<file path="config.mk">
export PLATFORM = sky130hd
export DESIGN_NAME = div_iter
export DESIGN_NICKNAME = d
export VERILOG_FILES = /design/src/rtl/div_iter.sv
export SDC_FILE = /design/constraint.sdc
export NUM_CORES = 1
export LEC_CHECK = 0
export CAP_MARGIN = 20
export CORE_MARGIN = 1
export CORE_UTILIZATION = 63
export DETAILED_ROUTE_END_ITERATION = 8
export PLACE_DENSITY = 0.87
export SLEW_MARGIN = 20
export SYNTH_ARGS = -nofsm -noshare
export SYNTH_HDL_FRONTEND = slang
export SYNTH_SLANG_ARGS = --single-unit
export TNS_END_PERCENT = 30
</file>
<file path="constraint.sdc">
create_clock -name clk -period 8.2 [get_ports clk]
set_input_delay 1.23 -clock clk [delete_from_list [all_inputs] [get_ports clk]]
set_output_delay 1.23 -clock clk [all_outputs]
set_load 0.05 [all_outputs]
</file>
<file path="src/rtl/div_iter.sv">
// Iterative radix-2 restoring divider for DIV/DIVU; produces {remainder, quotient}
// after DW iterations and holds it while start stays high.
module div_iter #(
  parameter int unsigned DW = 32,
  parameter int unsigned CW = 6
) (
  input  logic            clk,
  input  logic            rst,
  input  logic            signed_div,
  input  logic [DW-1:0]   opdata1,
  input  logic [DW-1:0]   opdata2,
  input  logic            start,
  input  logic            annul,
  output logic [2*DW-1:0] result,
  output logic            ready,
  output logic            stall_req
);

  typedef enum logic [1:0] {StIdle, StDivZero, StOn, StDone} state_e;

  state_e            state_q, state_d;
  logic [CW-1:0]     cnt_q, cnt_d;
  // dvd_q shifts dividend bits out of the top and quotient bits in at the bottom
  logic [DW-1:0]     dvd_q, dvd_d;
  logic [DW-1:0]     dvs_q, dvs_d;
  logic [DW-1:0]     rem_q, rem_d;
  logic              sign1_q, sign1_d;
  logic              sign2_q, sign2_d;
  logic [2*DW-1:0]   result_q, result_d;
  logic              ready_q, ready_d;

  logic              in_sign1, in_sign2;
  logic [DW-1:0]     in_abs1, in_abs2;
  logic [DW:0]       shifted, diff;
  logic              qbit;
  logic [DW-1:0]     rem_next, quo_next, rem_fix, quo_fix, raw_op1;

  assign in_sign1 = signed_div & opdata1[DW-1];
  assign in_sign2 = signed_div & opdata2[DW-1];
  assign in_abs1  = in_sign1 ? -opdata1 : opdata1;
  assign in_abs2  = in_sign2 ? -opdata2 : opdata2;

  assign shifted  = {rem_q, dvd_q[DW-1]};
  assign diff     = shifted - {1'b0, dvs_q};
  assign qbit     = ~diff[DW];
  assign rem_next = qbit ? diff[DW-1:0] : shifted[DW-1:0];
  assign quo_next = {dvd_q[DW-2:0], qbit};
  assign quo_fix  = (sign1_q ^ sign2_q) ? -quo_next : quo_next;
  assign rem_fix  = sign1_q ? -rem_next : rem_next;
  // Divide-by-zero returns the dividend as given, so undo the magnitude taken on accept
  assign raw_op1  = sign1_q ? -dvd_q : dvd_q;

  always_comb begin
    state_d  = state_q;
    cnt_d    = cnt_q;
    dvd_d    = dvd_q;
    dvs_d    = dvs_q;
    rem_d    = rem_q;
    sign1_d  = sign1_q;
    sign2_d  = sign2_q;
    result_d = result_q;
    ready_d  = ready_q;
    unique case (state_q)
      StIdle: begin
        ready_d  = 1'b0;
        result_d = '0;
        if (start && !annul) begin
          sign1_d = in_sign1;
          sign2_d = in_sign2;
          dvd_d   = in_abs1;
          dvs_d   = in_abs2;
          rem_d   = '0;
          cnt_d   = '0;
          state_d = (opdata2 == '0) ? StDivZero : StOn;
        end
      end
      StDivZero: begin
        if (annul || !start) begin
          state_d = StIdle;
        end else begin
          state_d  = StDone;
          result_d = {raw_op1, {DW{1'b1}}};
          ready_d  = 1'b1;
        end
      end
      StOn: begin
        if (annul || !start) begin
          state_d = StIdle;
        end else begin
          rem_d = rem_next;
          dvd_d = quo_next;
          cnt_d = cnt_q + CW'(1);
          if (cnt_q == CW'(DW - 1)) begin
            state_d  = StDone;
            result_d = {rem_fix, quo_fix};
            ready_d  = 1'b1;
          end
        end
      end
      StDone: begin
        if (annul || !start) begin
          state_d  = StIdle;
          result_d = '0;
          ready_d  = 1'b0;
        end
      end
      default: state_d = StIdle;
    endcase
  end

  always_ff @(posedge clk or posedge rst) begin
    if (rst) begin
      state_q  <= StIdle;
      cnt_q    <= '0;
      dvd_q    <= '0;
      dvs_q    <= '0;
      rem_q    <= '0;
      sign1_q  <= 1'b0;
      sign2_q  <= 1'b0;
      result_q <= '0;
      ready_q  <= 1'b0;
    end else begin
      state_q  <= state_d;
      cnt_q    <= cnt_d;
      dvd_q    <= dvd_d;
      dvs_q    <= dvs_d;
      rem_q    <= rem_d;
      sign1_q  <= sign1_d;
      sign2_q  <= sign2_d;
      result_q <= result_d;
      ready_q  <= ready_d;
    end
  end

  assign result    = result_q;
  assign ready     = ready_q;
  assign stall_req = start & ~ready_q;

endmodule

</file>
## Yosys cells after proc, flatten, opt, wreduce, memory -nomap -nowiden

Index checks and enable logic that the tools add are counted.

| word-level totals | value |
|---|---|
| register bits after elaboration | 171 |
| bits of input ports | 69 |
| output and inout port bits | 66 |
| logic and storage cells | 75 |

| operators by class | value |
|---|---|
| add/sub/neg operators | 7 |
| equality and inequality tests | 10 |
| multiplexer cells | 32 |
| bitwise gates (word level) | 6 |
| reductions and logical operators | 11 |

Operators by type and width:

| cell | number |
|---|---|
| $mux W32 | 10 |
| $mux W64 | 4 |
| $pmux W64 S4 | 1 |
| $neg A32 Y32 | 5 |
| $pmux W32 S2 | 2 |
| $sub A33 B32 Y33 | 1 |
| $logic_not A32 Y1 | 1 |
| $mux W2 | 6 |
| $mux W6 | 2 |
| $pmux W6 S2 | 1 |
| $ne A2 B2 Y1 const B | 5 |
| $pmux W2 S4 | 1 |
| $add A6 B1 Y6 const B | 1 |
| $eq A6 B5 Y1 const B | 1 |
| $reduce_and A3 Y1 | 2 |
| $eq A2 B2 Y1 const B | 2 |
| $mux W1 | 4 |
| $pmux W1 S4 | 1 |
| $reduce_and A4 Y1 | 1 |
| $and A1 B1 Y1 | 3 |
| $ne A3 B3 Y1 const B | 1 |
| $eq A2 B1 Y1 const B | 1 |
| $logic_not A1 Y1 | 2 |
| $logic_not A2 Y1 | 1 |
| 6 further kinds | 7 |

## Longest topological paths before layout

Gate-level depths: netlist of the first run.

| depth | value |
|---|---|
| depth after elaboration | 7 |
| mapped depth | 24 |
| mapped depth without buffers | 20 |

## Least setup slack after synthesis of the first run

OpenSTA, ideal clock, no wires.

| timing path | value |
|---|---|
| kind | register to register |
| start | reg dvd_q[31] |
| end | reg result_q[30], in the netlist result[30] |
| setup time | 0.083 ns |
| arrival time | 5.380 ns |
| required time | 8.117 ns |
| slack | 2.737 ns |
| stages on the path, launching flop included | 25 |
| buffers on the path | 4 |
| clock period less this slack | 5.463 ns |
| path through | dfrtp_1 buf_6 inv_1 ha_1 fa_1 nand2b_1 a211oi_2 o21ai_1 o21ai_0 a31oi_1 xnor2_1 inv_2 clkbuf_1 clkbuf_1 clkbuf_1 ha_1 nor3b_1 nand2_1 nor3_1 nor3b_1 nand2_1 o21ai_0 xnor2_1 a21oi_1 o21ai_0 |

| on the way | value |
|---|---|
| word-level cells in the longest chain between the ends | 7 |

RTL lines:

| item | line | source |
|---|---|---|
| start: declaration | 24 | `logic [DW-1:0] dvd_q, dvd_d;` |
| start signal: assignment | 125 | `dvd_q <= dvd_d;` |
| $sub A33 B32 Y33 | 44 | `assign diff = shifted - {1'b0, dvs_q};` |
| $not A1 Y1 | 45 | `assign qbit = ~diff[DW];` |
| $neg A32 Y32 | 48 | `assign quo_fix = (sign1_q ^ sign2_q) ? -quo_next : quo_next;` |
| $mux W32 | 48 |  |
| $mux W64 | 93 | `if (cnt_q == CW'(DW - 1)) begin` |
| $mux W64 | 87 | `if (annul \|\| !start) begin` |
| $pmux W64 S4 | 63 | `unique case (state_q)` |
| end signal: assignment | 130 | `result_q <= result_d;` |
| end: declaration | 29 | `logic [2*DW-1:0] result_q, result_d;` |

No other way between the ends. The select of a mux whose other input is x is not followed.
A chain may end at the register's enable or synchronous reset.

## Worst setup path in the final report of the first run

Same ends and word-level chain as after synthesis.

==> summary.txt, run 1 <==
Setup path
  – Register-to-Register Path Depth: 21
  – Crit path max fanout: 8
  – Crit Path Category: flip-flop to flip-flop
  – Nature of the critical path startpoint: flip-flop
  – CP Capture Type: flip-flop
  – Critical R2R Launch: dvd_q[31]
  – Critical Path RT: between 8000 and 9000 ps
  – Reg2reg setup slack: between 2000 and 3000 ps
  – Worst EP arrival: ~5800 ps
  – R2R Path End: result[30]

Finish
  – Nets: around 1800
  – Synth-to-layout area growth: 15.43%
  – Fill count: 1574
  – Inserted Diodes: 0
  – Share of layout cells above drive strength 1: between 5 and 6%

Drt
  – WL/cell: a little under 20 um
  – DRT Wirelength: just under 40000 um
  – Drt pass-1 iters: 6
  – Drc violations: 0
  – Via Count: between 10000 and 15000
  – DR WL met2: approximately 18000 um
  – Detailed Route Iter0 Violations: 1330
  – Max Used Layer: met5
  – Post-Route M1 WL: ~16000 um
  – DRT antenna net count: 0
  – Met3 routed WL: approximately 3400 um
  – Via/cell ratio: around 6.5

Synth
  – Post-synth EDFFs: 0
  – Asr flop ratio synth: 100.0%
  – Ys flop type: dfrtp_1
  – Top post-synthesis cells by count: nand2_1 (227), o21ai_0 (209), dfrtp_1 (171), nor2_1 (134), a21oi_1 (132)
  – Synth area leader: dfrtp_1
  – Register bit total from synthesis: between 150 and 200
  – Register area share after synthesis: between 30% and 40%
  – Mapped Area: roughly 0.013 mm^2
  – Ys Warns: 0
  – Syn Inst Count: roughly 1700
  – Area share of the largest cell type after synthesis: 32.95%
  – Distinct cells, synth: between 70 and 80
  – Count leader, synth: nand2_1
  – Syn Nets: about 1800
  – Synth top area cells: dfrtp_1 (33%), o21ai_0 (8.1%), nand2_1 (6.6%)
  – Synth Area per Inst: slightly below 8 um^2

Place
  – Post-DP HPWL: approximately 28000 um
  – IO buf count: 134
  – Routability cong.: around 0.94

Hold path
  – Hold path depth: 2
  – Hold Path Origin: result[4]
  – Hold Crit Class: flip-flop to flip-flop
  – Hold Path Sink: result[4]

STA
  – Setup TNS: 0 ps
  – Period utilization: 66.90%
  – Final Max Tran Viols: 0
  – Worst-Margin Slew: 1006 ps
  – RSZ-0062 raised after global routing: no
  – Fmax: ~180 MHz
  – Final Hold Fails: 0
  – Minimum clock period after layout: roughly 5500 ps
  – Final setup fails: 0
  – Fin Clk Skew: about 8.4 ps
  – Slew HR: around a third
  – Final hold slack: about 480 ps

Die
  – Die height: approximately 150 um
  – Area of the core: ~0.02 mm^2
  – Core Rows: 52
  – Starting Density: about 64%
  – Ports: 135
  – Die ar.: 0.02119 mm^2
  – Die X: ~150 um

Run status
  – Outcome: completed

CTS
  – Total CTS buffers: 17
  – Number of setup buffers added after CTS: 0
  – CTS Sinks: 171
  – Clk slew on worst S/H paths: roughly 70 ps
  – CTS tree: built
  – CTS Hold Bufs: 0
  – Maximum clock path buffer count: 2
  – Resized cells post-CTS: 0
  – Htree depth: 4
  – Root Buffer: clkbuf_16
  – Clk Latency, worst-skew pair: ~450 ps

GRT
  – Global route overflow: 0
  – Number of global-route vias before repair: roughly 12000
  – Antenna violations before repair: 1
  – First-pass GRT wire length: 62490 um
  – Largest net degree at the start of global routing: 71
  – GR Util All Layers: a little under two fifths

Run
  – Total of max-cap violations: 0
## worst max path at each step
stage / startpoint / to / slack, ps / cells past startpoint
after floorplan: rst / cnt_q[0] / 2340 / 1
after global placement: dvd_q[31] / result[22] / 3050 / 21
after detailed placement: dvd_q[31] / result[18] / 2830 / 21
after CTS: dvd_q[31] / result[30] / 2830 / 21
after global routing: dvd_q[31] / result[30] / 2240 / 21
final: dvd_q[31] / result[30] / 2710 / 21
## layout by cell type, fill, tap and decap left out, types with 12 or more instances in the layout
master and count:
nor3_1 33, nand3_1 15, nand2b_1 17, o21ai_0 209, buf_4 16, dfrtp_1 170, clkdlybuf4s50_1 134, nand4_1 14
nand2_1 225, inv_1 61, o31ai_1 17, o22ai_1 19, a31oi_1 12, nor2_1 134, nor4_1 12, ha_1 41
a211oi_1 12, xnor2_1 96, or3_1 20, xor2_1 70, a22oi_1 27, clkbuf_16 17, mux2i_1 26, a21oi_1 132
## cells by family after synthesis
logic type | synth area share [%]
AND/OR/NAND/NOR | 19.47
AO/OA/AOI/OAI | 24.46
buffers and inverters | 5.039
flip-flops | 32.95
XOR/XNOR | 11.26
adder cells (fa/ha/maj) | 4.201
multiplexers | 2.611
## critical path, stage by stage, from the launching register on
cell and delay, ps:
dfrtp_1 500, inv_1 80, ha_1 240, fa_1 400, nand2b_1 200, a211oi_2 300, o21ai_1 120, buf_4 170
o21ai_0 330, a31oi_1 200, xnor2_2 190, inv_2 90, ha_1 190, nor3b_1 420, nand2_1 90, nor3_1 200
nor3b_1 800, nand2_1 230, o21ai_0 260, xnor2_1 140, a21oi_1 80, o21ai_0 170
## layout make-up
| cell class | instances | area, um^2 | share of cell area (%) |
|---|---|---|---|
| Inverter | 63 | 241.5 | 1.611 |
| Clock inverter | 13 | 130.1 | 0.8681 |
| Tap cell | 270 | 337.8 | 2.254 |
| Clock buffer | 19 | 452.9 | 3.022 |
| Multi-Input combinational cell | 1311 | 8085 | 53.94 |
| Sequential cell | 171 | 4280 | 28.56 |
| Timing Repair Buffer | 150 | 1461 | 9.750 |
## sequential cells by signal (all words and copies together) (netlist names), 2 cells and up
signal,cells
state_q,2
dvs_q,32
cnt_q,6
rem_q,32
dvd_q,32
result,64
## stage by stage
stage               cell area [um^2]  setup slack (ps)  std cells  utilization, %
floorplan                      12990              2338       1653               -
detailed placement             14400              2832       1965           71.16
global placement               14400              3048       1965           71.16
CTS                            14980              2833       1997           74.04
global route                   14990              2240       1997           74.08
finish                         14990              2714       1997           74.08
## layer usage
| metal | global-route usage [%] | vias up |
|---|---|---|
| li1 | - | 5978 |
| met4 | 13.37 | 2 |
| met1 | 50.95 | 6149 |
| met3 | 5.925 | 106 |
| met5 | 2.045 | - |
| met2 | 58.53 | 712 |
Power of run 1 is not shown: default switching activity piles up to over one toggle a cycle in this logic, so the estimate is an artifact.
==> inputs of run 2 (changes only) <==
--- a/config.mk
+++ b/config.mk
@@ -7,9 +7,9 @@
 export LEC_CHECK = 0
 export CAP_MARGIN = 20
 export CORE_MARGIN = 1
-export CORE_UTILIZATION = 63
+export CORE_UTILIZATION = 59
 export DETAILED_ROUTE_END_ITERATION = 8
-export PLACE_DENSITY = 0.87
+export PLACE_DENSITY = 0.83
 export SLEW_MARGIN = 20
 export SYNTH_ARGS = -nofsm -noshare
 export SYNTH_HDL_FRONTEND = slang
==> constraint.sdc (replaced) <==
create_clock -name clk -period 5.1 [get_ports clk]
set_input_delay 0.765 -clock clk [delete_from_list [all_inputs] [get_ports clk]]
set_output_delay 0.765 -clock clk [all_outputs]
set_load 0.05 [all_outputs]
==> run 2 against run 1 <==
- routed wire length rose by 2.9%
- highest routed layer is now met4
- hold slack improved by 3.2 ps
- critical path depth fell by 3
- cell area rose by 0.50%
- count of clock-buffer cells in the layout fell by 2
- register-to-register slack got worse by 2200 ps
==> summary.txt, run 2 (synthesis results as in run 1) <==
STA
  – Final Hold Fails: 0 (unchanged)
  – Final setup fails: 0 (unchanged)
  – Setup TNS: 0 ps (unchanged)
  – Fmax: 219.5 MHz (+20%)
  – RSZ-0062 raised after global routing: no
  – Worst-Margin Slew: 1049 ps (+43.46 ps)
  – Final hold slack: 479.2 ps (+3.211 ps)
  – Fin Clk Skew: 11.73 ps (+3.300 ps)
  – Period utilization: 89.35% (+22 points)
  – Final Max Tran Viols: 0 (unchanged)
  – Slew HR: 29.87% (-2.4 points)
  – Minimum clock period after layout: 4557 ps (-929.0 ps)

Drt
  – DRT antenna net count: 0 (unchanged)
  – Drt pass-1 iters: 6 (unchanged)
  – Drc violations: 0 (unchanged)
  – WL/cell: 19.65 um (+2.2%)
  – Via Count: 12988 (+0.32%)
  – Detailed Route Iter0 Violations: 1460 (+9.8%)
  – DRT Wirelength: 39520 um (+2.9%)
  – Via/cell ratio: 6.458 (-0.38%)

Die
  – Die ar.: 0.02261 mm^2 (+6.7%)
  – Die X: 150.4 um (+3.3%)
  – Ports: 135 (unchanged)
  – Starting Density: 61.01% (-3.2 points)
  – Core Rows: 53 (+1.9%)
  – Die height: 150.4 um (+3.3%)
  – Area of the core: 0.02129 mm^2 (+5.2%)

Place
  – Post-DP HPWL: 28710 um (+4.0%)
  – DP Area: 0.01448 mm^2 (+0.57%)
  – Routability cong.: 0.9489 (+0.70%)
  – IO buf count: 134 (unchanged)

CTS
  – Maximum clock path buffer count: 2 (unchanged)
  – Htree depth: 4 (unchanged)
  – Resized cells post-CTS: 0 (unchanged)
  – Total CTS buffers: 17 (unchanged)
  – Root Buffer: clkbuf_16
  – CTS tree: built
  – Number of setup buffers added after CTS: 0 (unchanged)
  – CTS Sinks: 171 (unchanged)
  – CTS Hold Bufs: 0 (unchanged)
  – Clk Latency, worst-skew pair: 440 ps (about the same)
  – Clk slew on worst S/H paths: 70 ps (about the same)

GRT
  – Largest net degree at the start of global routing: 70 (-1.4%)
  – First-pass GRT wire length: 63720 um (+2.0%)
  – Number of global-route vias before repair: 12417 (+1.6%)
  – GR Util All Layers: 36.15% (-0.72 points)
  – Global route overflow: 0 (unchanged)
  – Antenna violations before repair: 1 (unchanged)

Run status
  – Outcome: completed

Setup path
  – CP Capture Type: flip-flop
  – Cell breakdown of the critical path: ha_1 -> nand2_1 -> o21ai_0 -> a22oi_1 -> a2bb2oi_1 -> a31oi_1 -> xnor2_2 -> inv_2 -> ha_1 -> nor3b_1 -> nand2_1 -> nor3_1 -> nor3b_2 -> nand2_1 -> o21ai_0 -> xnor2_1 -> a21oi_1 -> o21ai_0
  – Crit path max fanout: 11 (+3)
  – Critical Path RT: 5460 ps (-3090 ps)
  – Crit Path Category: flip-flop to flip-flop
  – Worst EP arrival: 4920 ps (-920 ps)
  – CP top delay family: compound AO/OA/AOI/OAI gates
  – CP Buf/Inv Count: 1 (-2)
  – Slowest CP cell: o21ai_0
  – Nature of the critical path startpoint: flip-flop
  – Worst path max stage delay: 550 ps (-250 ps)

Finish
  – Synth-to-layout area growth: 16.00%
  – Max reg flops: 64 (unchanged)
  – Cell area after layout: 0.01506 mm^2 (+0.50%)
  – Nets: 1834 (+0.44%)
  – Share of layout cells above drive strength 1: 5.706% (+0.44 points)
  – Most frequent cells in the layout: nand2_1 (226), o21ai_0 (208), dfrtp_1 (170), nor2_1 (134), clkdlybuf4s50_1 (134)
  – Most common cell after layout, fill and taps aside: nand2_1

Run
  – Total of max-cap violations: 0 (unchanged)

Hold path
  – Hold Crit Class: flip-flop to flip-flop
==> run 2: through the flow <==
stage,utilization [%],cells,setup WS [ps]
after floorplan,-,1653,37.64
after global placement,68.03,1978,370.0
after detailed placement,68.03,1978,236.7
after CTS,70.76,2010,648.0
after global routing,70.76,2010,220.4
final,70.77,2011,543.2
==> run 2: worst reg2reg max path: stages (launching register included) <==
cell	delay (ps)
dfrtp_1	470
ha_1	510
nand2_1	140
o21ai_0	550
a22oi_1	210
a2bb2oi_1	280
a31oi_1	120
xnor2_2	170
inv_2	100
ha_1	180
nor3b_1	270
nand2_1	90
nor3_1	200
nor3b_2	320
nand2_1	160
o21ai_0	250
xnor2_1	160
a21oi_1	90
o21ai_0	190
==> run 2: per-layer routing <==
metal / track usage [%] / routed length (um)
met1: 49.19 / 16430
met2: 56.41 / 18100
met3: 7.758 / 3810
met4: 13.38 / 1180
met5: 0 / 0
==> run 2: final cells by class <==
cell class	instances	area [um^2]
well taps	275	344.1
multi-input cells	1311	8083
repair buffers	158	1534
flip-flops and latches	171	4280
clock buffers	17	425.4
diodes	1	2.502
clock inverters	15	155.1
fillers	1670	6222
inverters	63	240.2
==> run 2: path summary, 6_finish.rpt <==
path,startpoint,end,slack [ps],cells past startpoint
max in group asynchronous,rst,dvd_q[12],3070,3
worst min-delay path,dvs_q[18],dvs_q[18],480,2
worst min register to register,dvs_q[18],dvs_q[18],480,2
worst max register to register,rem_q[17],result[22],540,18
worst max-delay path,rem_q[17],result[22],540,18
min in group asynchronous,rst,result[8],850,2
Power of run 2 is left out for the same reason.
==> inputs of run 3 (changes only) <==
--- a/config.mk
+++ b/config.mk
@@ -9,6 +9,7 @@
 export CORE_MARGIN = 1
 export CORE_UTILIZATION = 59
 export DETAILED_ROUTE_END_ITERATION = 8
+export GPL_TIMING_DRIVEN = 0
 export PLACE_DENSITY = 0.83
 export SLEW_MARGIN = 20
 export SYNTH_ARGS = -nofsm -noshare
==> run 3 against run 2 <==
- utilization is 2.1 points higher
- setup slack got worse by 410 ps
- maximum frequency decreased by 8.2%
- highest routed layer unchanged
- sequential share of layout area is 0.82 points lower
- clock skew up 1.6 ps
- die area is the same
- cell area is 2.9% higher
- global-route usage increased by 3.1 points
- hold slack got worse by 0.65 ps
- register-to-register slack got worse by 410 ps
- routed wire length grew 10%
==> summary.txt, run 3 (synthesis results as in run 1) <==
Die
  – Core Rows: 53 (unchanged)
  – Starting Density: 61.01% (unchanged)
  – Ports: 135 (unchanged)
  – Die ar.: 0.02261 mm^2 (unchanged)
  – Area of the core: 0.02129 mm^2 (unchanged)
  – Die X: 150.4 um (unchanged)
  – Die height: 150.4 um (unchanged)

GRT
  – Global route overflow: 0 (unchanged)
  – Antenna violations before repair: 0 (-1)
  – GR Util All Layers: 39.28% (+3.1 points)
  – Number of global-route vias before repair: 12832 (+3.3%)
  – Largest net degree at the start of global routing: 34 (-51%)
  – First-pass GRT wire length: 68050 um (+6.8%)

Setup path
  – Critical R2R Launch: dvd_q[31]
  – Worst EP arrival: 5270 ps (+350 ps)
  – R2R Path End: result[20]
  – Register-to-Register Path Depth: 24 (+6)
  – Crit Path Category: flip-flop to flip-flop
  – Critical Path RT: 5410 ps (-50 ps)
  – Nature of the critical path startpoint: flip-flop
  – Reg2reg setup slack: 140 ps (-410 ps)
  – Crit path max fanout: 28 (+17)
  – CP Launch Point: dvd_q[31]
  – CP Capture Type: flip-flop
  – CP Capture Point: result[20]

CTS
  – CTS tree: built
  – Clk slew on worst S/H paths: 70 ps (about the same)
  – Total CTS buffers: 17 (unchanged)
  – Clk Latency, worst-skew pair: 440 ps (about the same)
  – CTS Sinks: 171 (unchanged)
  – Root Buffer: clkbuf_16
  – CTS Hold Bufs: 0 (unchanged)
  – Maximum clock path buffer count: 2 (unchanged)
  – Htree depth: 4 (unchanged)

STA
  – Fin Clk Skew: 13.33 ps (+1.596 ps)
  – Final setup fails: 0 (unchanged)
  – Slew HR: 30.22% (+0.35 points)
  – Final Hold Fails: 0 (unchanged)
  – Final Max Tran Viols: 0 (unchanged)
  – Fmax: 201.5 MHz (-8.2%)
  – Minimum clock period after layout: 4962 ps (+405.5 ps)
  – Worst-Margin Slew: 1039 ps (-10.15 ps)
  – Period utilization: 97.30% (+8.0 points)

Finish
  – Share of layout cells above drive strength 1: 5.191% (-0.51 points)
  – Most frequent cells in the layout: nand2_1 (227), o21ai_0 (207), dfrtp_1 (171), nor2_1 (134), clkdlybuf4s50_1 (134)
  – Final Util: 72.84% (+2.1 points)
  – Synth-to-layout area growth: 19.40%
  – Max reg flops: 64 (unchanged)
  – Most common cell after layout, fill and taps aside: nand2_1
  – Register area: 0.004279 mm^2 (about the same)
  – Fill count: 1745 (+4.5%)
  – Multi-input gate area: 0.008134 mm^2 (+0.63%)
  – Nets: 1929 (+5.2%)

Run status
  – Outcome: completed

Drt
  – DRT antenna net count: 0 (unchanged)
  – Via Count: 13553 (+4.4%)
  – Drt pass-1 iters: 8 (+2)
  – Post-Route M1 WL: 18620 um (+13%)
  – Max Used Layer: met4
  – DR WL met2: 19210 um (+6.1%)
  – WL/cell: 20.64 um (+5.0%)
  – Met3 routed WL: 4428 um (+16%)
  – Via/cell ratio: 6.432 (-0.40%)
  – Drc violations: 0 (unchanged)
  – Detailed Route Iter0 Violations: 1504 (+3.0%)
  – DRT Wirelength: 43490 um (+10%)

Run
  – Total of max-cap violations: 0 (unchanged)

Place
  – Post-DP HPWL: 33640 um (+17%)
  – IO buf count: 134 (unchanged)
  – Routability cong.: 0.9382 (-1.1%)

Hold path
  – Hold Crit Class: flip-flop to flip-flop
==> run 3: routing by layer <==
| metal | global-route usage (%) | up-vias |
|---|---|---|
| li1 | - | 6169 |
| met4 | 12.93 | 0 |
| met3 | 9.364 | 98 |
| met2 | 59.45 | 742 |
| met5 | 0 | - |
| met1 | 54.96 | 6544 |
==> run 3: layout make-up <==
cell class	instances	share of cell area (%)
buffer	106	2.760
clock inverter	14	0.8876
multi-input combinational	1311	52.46
sequential	171	27.60
inverter	63	1.549
antenna	2	0.03228
clock buffer	18	2.768
timing repair buffer	147	9.731
tap	275	2.219
==> run 3: critical path: stages, from the launching register on <==
cell	delay, ps
dfrtp_1	340
buf_6	160
inv_1	60
ha_1	210
fa_1	410
nand2b_1	220
a211oi_4	390
o21ai_4	150
o21ai_4	200
a31oi_1	140
xnor2_1	170
inv_2	100
buf_12	190
ha_1	230
nor3b_4	210
nand2_1	110
nor3_4	170
nor3b_4	360
buf_4	190
buf_4	100
buf_4	110
a31oi_1	80
xor2_1	190
a21oi_1	210
o21ai_0	100
==> run 3: timing repair <==
action / in CTS / in global routing
setup buffers: 5 / 3
gates resized for setup: 11 / 10
endpoints found under the setup margin: 23 / 19
pin swaps: 1 / 3
==> run 3: how the worst min path moves through the flow <==
stage                from    endpoint  slack [ps]  cells after the start
2_1_floorplan   dvs_q[10]   dvs_q[10]         450                      2
3_3_place_gp   result[36]  result[36]         460                      2
3_5_place_dp    result[3]   result[3]         470                      2
4_1_cts         result[3]   result[3]         490                      2
5_1_grt         dvs_q[25]   dvs_q[25]         500                      2
6_report        result[3]   result[3]         480                      2
==> run 3: stage by stage <==
stage	hold WS [ps]	cell area, um^2	worst slack [ps]	instances	TNS (ps)
4_1_cts	486.0	15440	5.184	2103	0
2_1_floorplan	449.8	13000	37.64	1653	0
3_3_place_gp	464.1	14680	-1826	2062	-18780
6_report	478.6	15510	137.6	2107	0
3_5_place_dp	469.8	14790	-1852	2067	-19630
5_1_grt	501.6	15500	-20.42	2105	-38.73
Power of run 3 is left out for the same reason.
